===== src/rtl/snitch_regfile_wb_arbiter.sv =====
// Writeback arbiter and register scoreboard for the integer register file.
// Up to NrReq writeback sources share the single write port under round-robin
// arbitration. A busy bit per register tracks outstanding writes so issue
// logic can stall on RAW/WAW hazards.
module snitch_regfile_wb_arbiter #(
  parameter int unsigned NrReq       = 3,
  parameter int unsigned DataWidth   = 32,
  parameter int unsigned AddrWidth   = 5,
  parameter int unsigned ZeroRegZero = 1,
  parameter int unsigned NrChk       = 2
) (
  input  logic                         clk_i,
  input  logic                         rst_ni,
  input  logic [NrReq-1:0]             wb_valid_i,
  output logic [NrReq-1:0]             wb_ready_o,
  input  logic [NrReq*AddrWidth-1:0]   wb_addr_i,
  input  logic [NrReq*DataWidth-1:0]   wb_data_i,
  output logic                         rf_we_o,
  output logic [AddrWidth-1:0]         rf_waddr_o,
  output logic [DataWidth-1:0]         rf_wdata_o,
  input  logic                         sb_set_i,
  input  logic [AddrWidth-1:0]         sb_set_addr_i,
  input  logic [NrChk*AddrWidth-1:0]   chk_addr_i,
  output logic [NrChk-1:0]             chk_busy_o,
  output logic [(2**AddrWidth)-1:0]    busy_o
);

  localparam int unsigned NumWords = 2 ** AddrWidth;
  localparam int unsigned RrW      = (NrReq > 1) ? $clog2(NrReq) : 1;
  localparam logic [RrW:0] NrReqW  = (RrW + 1)'(NrReq);

  logic [RrW-1:0]       rr_q, rr_d;
  logic [NumWords-1:0]  busy_q, busy_d;

  logic                 gnt_found_s;
  logic [RrW-1:0]       gnt_idx_s;
  logic [RrW:0]         cand_sum_s;
  logic [RrW-1:0]       cand_s;
  logic [RrW:0]         rr_nxt_s;
  logic [NrReq-1:0]     ready_s;
  logic [AddrWidth-1:0] gnt_addr_s;
  logic [DataWidth-1:0] gnt_data_s;
  logic                 zero_wr_s;
  logic                 set_ok_s;

  // Round-robin search: first valid requester at or after rr_q, wrapping.
  // Reset blocks any handshake so nothing is written while rst_ni is low.
  always_comb begin
    gnt_found_s = 1'b0;
    gnt_idx_s   = '0;
    cand_sum_s  = '0;
    cand_s      = '0;
    for (int i = 0; i < NrReq; i++) begin
      cand_sum_s = {1'b0, rr_q} + (RrW + 1)'(i);
      if (cand_sum_s >= NrReqW) begin
        cand_sum_s = cand_sum_s - NrReqW;
      end else begin
        cand_sum_s = cand_sum_s;
      end
      cand_s = cand_sum_s[RrW-1:0];
      if (!gnt_found_s && wb_valid_i[cand_s] && rst_ni) begin
        gnt_found_s = 1'b1;
        gnt_idx_s   = cand_s;
      end else begin
        gnt_found_s = gnt_found_s;
      end
    end
  end

  // One-hot ready and selection of the granted requester's address and data.
  always_comb begin
    ready_s    = '0;
    gnt_addr_s = '0;
    gnt_data_s = '0;
    for (int j = 0; j < NrReq; j++) begin
      if (gnt_found_s && (gnt_idx_s == RrW'(j))) begin
        ready_s[j] = 1'b1;
        gnt_addr_s = wb_addr_i[j*AddrWidth +: AddrWidth];
        gnt_data_s = wb_data_i[j*DataWidth +: DataWidth];
      end else begin
        ready_s[j] = 1'b0;
      end
    end
  end

  // A write to the hardwired zero register is acknowledged but never reaches the file.
  always_comb begin
    if ((ZeroRegZero != 32'd0) && (gnt_addr_s == '0)) begin
      zero_wr_s = 1'b1;
    end else begin
      zero_wr_s = 1'b0;
    end
  end

  // Pointer moves to the requester after the winner; holds when idle.
  always_comb begin
    rr_nxt_s = '0;
    if (gnt_found_s) begin
      rr_nxt_s = {1'b0, gnt_idx_s} + (RrW + 1)'(1);
      if (rr_nxt_s >= NrReqW) begin
        rr_nxt_s = '0;
      end else begin
        rr_nxt_s = rr_nxt_s;
      end
      rr_d = rr_nxt_s[RrW-1:0];
    end else begin
      rr_d = rr_q;
    end
  end

  // Scoreboard update: clear on granted write, then set from issue so set wins.
  always_comb begin
    busy_d   = busy_q;
    set_ok_s = sb_set_i;
    if (gnt_found_s) begin
      busy_d[gnt_addr_s] = 1'b0;
    end else begin
      busy_d = busy_d;
    end
    if ((ZeroRegZero != 32'd0) && (sb_set_addr_i == '0)) begin
      set_ok_s = 1'b0;
    end else begin
      set_ok_s = set_ok_s;
    end
    if (set_ok_s) begin
      busy_d[sb_set_addr_i] = 1'b1;
    end else begin
      busy_d = busy_d;
    end
    if (ZeroRegZero != 32'd0) begin
      busy_d[0] = 1'b0;
    end else begin
      busy_d = busy_d;
    end
  end

  // State registers: pointer and busy vector, both cleared by async reset.
  always_ff @(posedge clk_i or negedge rst_ni) begin
    if (!rst_ni) begin
      rr_q   <= '0;
      busy_q <= '0;
    end else begin
      rr_q   <= rr_d;
      busy_q <= busy_d;
    end
  end

  // Hazard lookups read the registered busy bits only (no same-cycle bypass).
  always_comb begin
    chk_busy_o = '0;
    for (int k = 0; k < NrChk; k++) begin
      chk_busy_o[k] = busy_q[chk_addr_i[k*AddrWidth +: AddrWidth]];
    end
  end

  assign wb_ready_o = ready_s;
  assign rf_we_o    = gnt_found_s & ~zero_wr_s;
  assign rf_waddr_o = gnt_addr_s;
  assign rf_wdata_o = gnt_data_s;
  assign busy_o     = busy_q;

endmodule


===== config.mk =====
export PLATFORM = sky130hd
export DESIGN_NAME = snitch_regfile_wb_arbiter
export DESIGN_NICKNAME = d
export VERILOG_FILES = /design/src/rtl/snitch_regfile_wb_arbiter.sv
export SDC_FILE = /design/constraint.sdc
export NUM_CORES = 1
export LEC_CHECK = 0
export CAP_MARGIN = 30
export CORE_MARGIN = 2
export CORE_UTILIZATION = 34
export CTS_BUF_LIST = sky130_fd_sc_hd__clkbuf_16
export DETAILED_ROUTE_END_ITERATION = 6
export PLACE_DENSITY = 0.87
export SETUP_SLACK_MARGIN = 0.4
export SLEW_MARGIN = 20
export SYNTH_ARGS = -nofsm -noshare
export SYNTH_HDL_FRONTEND = slang
export SYNTH_SLANG_ARGS = --single-unit

===== constraint.sdc =====
create_clock -name clk_i -period 2.8 [get_ports clk_i]
set_input_delay 0.56 -clock clk_i [delete_from_list [all_inputs] [get_ports clk_i]]
set_output_delay 0.56 -clock clk_i [all_outputs]
set_load 0.03 [all_outputs]

==> impl_results.md <==
* Status: finished with violations
* Failing checks: negative setup slack
* Total GRT Usage at between 30% and 40%
* Post-DP HPWL at 11.4 mm
* Largest family of logic cells by synthesized area: compound AO/OA/AOI/OAI gates
* Clock network fraction of design power at 6.7%
* Tmin final at around 3500 ps
* Post-Route WL at ~22 mm
* M1 GR Usage at between 30% and 40%
* Routability cong. at 0.875
* Post-synthesis compound-gate area fraction at about a third
* DR WL/cell at between 20 and 30 um
* Mapped Cells at 395
* GR Layer Usage met3 at between 7 and 8%
* Pint at ~4.2 mW
* Max-Cap Viols at 0
* Top FF cell, synth: dfrtp_1
* R2R Path Start: rr_q[0]$_DFFE_PN0N_
* IO Count at 207
* Total CTS buffers at 5
* Largest net degree at the start of global routing at 34
* Global Route met2 Usage at approximately 55%
* Syn avg cell area at a little over 8 um^2
* Final Cell Area at 7650 um^2
* Yosys reg bits at 33
* Post-route ant nets at 0
* Critical setup path kind: register to output pin
* Skew final at roughly 5.3 ps
* Die height at 102 um
* CTS tree: built
* Grt ovf at 0
* Worst hold path endpoint: busy_o[1]$_DFF_PN0_
* Sequential power share at 9.0%
* YS warnings at 0
* Sequential area share after synthesis at 25.3%
* Dpl cells at around 770
* CTS root buf: clkbuf_16
* Area growth syn-to-layout at 135%
* Fin Hold WS at ~600 ps
* Synth Area in Simple Gates at a little under a fifth
* Vias per inst at just over 6
* Worst-skew pair later-pin latency at 280 ps
* I/O Buffers at 205
* Combinational fraction of design power at 84.3%
* GRT busiest layer: met2
* Post-synthesis net count at 530
* Fill cells at 494
* Initial antenna violation count at 1
* H-tree levels at 2
* PwrDens at 1060 nW/um^2
* Clock transition at path regs at 60 ps
* Die footprint at 10400 um^2
* RSZ-0062 raised after global routing: true
* Post-Synth XOR/XNOR Area at 0%
* Die width at 102 um
* Flop2flop setup slack at -520 ps
* Worst Hold Launch: busy_o[1]$_DFF_PN0_
* Setup TNS at -34680 ps
* Reg2reg end: busy_o[28]$_DFF_PN0_
* Placed cell area at 6000 um^2
* Hold Path Class: register to register
* Multi-input gate area at 2880 um^2
* Layout Nets at between 800 and 900
* Hold Fails Final Rpt at 0
* Placeable Area at slightly above 9000 um^2
* LEAKAGE at 3.14 nW
* Worst Hold Depth at 2
* Final worst slack at -694 ps
* First-pass GRT wire length at roughly 25 mm
* 1st-pass router iterations at 5
* Starting Density at 35.1%
* Switching portion of total power at between 40% and 50%
* Top cell type's share of synthesized area at 25.3%
* Proportion of layout cells with a drive suffix above 1 at approximately 49%
* Register area at 827 um^2
* Maximum clock insertion buffer count at 2
* Initial drt markers at around 480
* Synth area leaders: dfrtp_1 25%, mux4_2 12%, nand2_1 8.9%
* Post-Syn Area at 3260 um^2
* Number of synthesized flops with an enable pin at 0
* Vias in the first global route at 4828
* CP required at 2240 ps
* Worst R2R Path Depth at 14
* Critical Path Sink Type: output pin
* Post-Synth Adder-Cell Area at 1.15%
* CP startpoint kind: register
* Max Freq at between 200 and 300 MHz
* Switching power at roughly 3.9 mW
* Post-synth ARST share at 100%
* Peak supply drop at 0.000586 V
* Final setup vio count at a little over 70
* # rows at 35
* Worst endpoint data arrival time at 2930 ps
* Max-slew headroom at 31.8%
* Yosys top cell by area: dfrtp_1
* Total number of vias at 5108
* Multiplexer area fraction after synthesis at 13.4%
* Slew @ Worst Pin at between 1000 and 1500 ps
* Hold Buf Count CTS at 0
* Drt drc at 0
* Distinct cell type count after synthesis at 47
* Worst-path fanout max at 8
* Clock sinks at 33
* Finished Layout Cells at 831
* Period utilization at 125%
* Pins Over Slew Limit at 0
==> cells in the final DEF, fill, tap and decap left out, types with 3 or more instances in the layout <==
| cell | n |
|---|---|
| nand2b_4 | 5 |
| a22oi_1 | 3 |
| buf_12 | 15 |
| a22oi_2 | 29 |
| inv_8 | 4 |
| o21ai_0 | 3 |
| buf_16 | 3 |
| o21ai_4 | 3 |
| and3b_1 | 3 |
| a21oi_2 | 4 |
| clkbuf_16 | 11 |
| dfrtp_1 | 32 |
| a2111oi_4 | 7 |
| nor3_2 | 3 |
| nor2b_4 | 3 |
| inv_1 | 26 |
| o21ai_2 | 53 |
| nand2b_1 | 6 |
| a21oi_1 | 11 |
| clkdlybuf4s50_1 | 155 |
| o211a_4 | 5 |
| nor2_1 | 3 |
| nand2_1 | 71 |
| mux4_2 | 18 |
| dlygate4sd2_1 | 3 |
| buf_8 | 7 |
| nand2_2 | 4 |
| buf_6 | 55 |
| buf_4 | 82 |
| ha_4 | 3 |
| a21o_1 | 3 |
| nor3b_1 | 4 |
| nor3_4 | 5 |
| o211ai_1 | 24 |
==> kinds of logic (layout without fill, tap and decap cells) <==
group	Yosys count	in the layout
DFF	33	33
and+or+nand+nor	120	120
adders and majority gates	3	3
AOI/OAI and AO/OA	155	155
buffers and inverters	62	368
other	1	2
muxes	21	21
==> synth_stat cells, drive strengths merged, types with 5 or more instances <==
cell and n:
a2111oi 8, a21oi 16, a22oi 32, buf 13, clkbuf 17, dfrtp 33, inv 31, mux4 18
nand2 77, nand2b 11, nor2 5, nor3 10, nor3b 5, o211a 5, o211ai 24, o21ai 61
==> layout make-up <==
class / instances / share of cell area [%]
antenna: 1 / 0.0327
clock buffer: 5 / 1.64
clock inverter: 3 / 0.180
inverter: 32 / 2.13
multi-input combinational: 300 / 37.7
sequential: 33 / 10.8
tap: 129 / 2.11
timing repair buffer: 328 / 45.4
==> registers in the layout (all words and copies together), names as in the netlist <==
name	flops
rr_q	2
busy_o	31
==> worst max path at each step <==
stage | start | to
floorplan | rr_q[1]$_DFFE_PN0N_ | rf_we_o
CTS | rr_q[1]$_DFFE_PN0N_ | rf_we_o
global route | rr_q[0]$_DFFE_PN0N_ | rf_wdata_o[21]
finish | rr_q[0]$_DFFE_PN0N_ | rf_wdata_o[21]
global placement | wb_valid_i[2] | rf_we_o
detailed placement | wb_valid_i[2] | rf_we_o
==> critical path, cell delays in order (launching register included) <==
cell,delay (ps)
dfrtp_1,440
inv_2,140
ha_4,180
inv_1,160
a32o_2,310
o41ai_4,340
buf_4,180
buf_6,120
nor2_4,60
buf_12,130
buf_8,130
a22oi_1,200
o21ai_2,80
buf_4,170
==> routing by layer <==
| layer | routed length, um | vias up |
|---|---|---|
| met1 | 7120 | 2404 |
| met2 | 10400 | 469 |
| met3 | 2500 | 153 |
| met5 | 0 | - |
| met4 | 1870 | 0 |
| li1 | - | 2082 |
==> power by group through the flow <==
stage                     logic [mW]  registers (mW)  clock network [mW]
after floorplan                 2.55           0.896                   0
after global placement          4.26           0.689                   0
after detailed placement        4.39           0.703                   0
after CTS                       5.14           0.698               0.521
after global routing            7.01           0.731               0.555
final                           6.83           0.729               0.540
==> what timing repair did <==
action,CTS,global route
pin swaps,19,40
setup buffers,19,25
gates cloned,3,8
resized for setup,127,130
endpoints found under the setup margin,74,74
==> stage by stage <==
| stage | setup WS (ps) | util (%) | total power [mW] |
|---|---|---|---|
| finish | -694 | 82.4 | 8.10 |
| global route | -760 | 82.4 | 8.30 |
| CTS | -519 | 72.2 | 6.36 |
| detailed placement | -1250 | 64.6 | 5.10 |
| global placement | -1210 | 64.5 | 4.95 |
| floorplan | -71.0 | - | 3.45 |
Power figures use the tool's default switching activity.
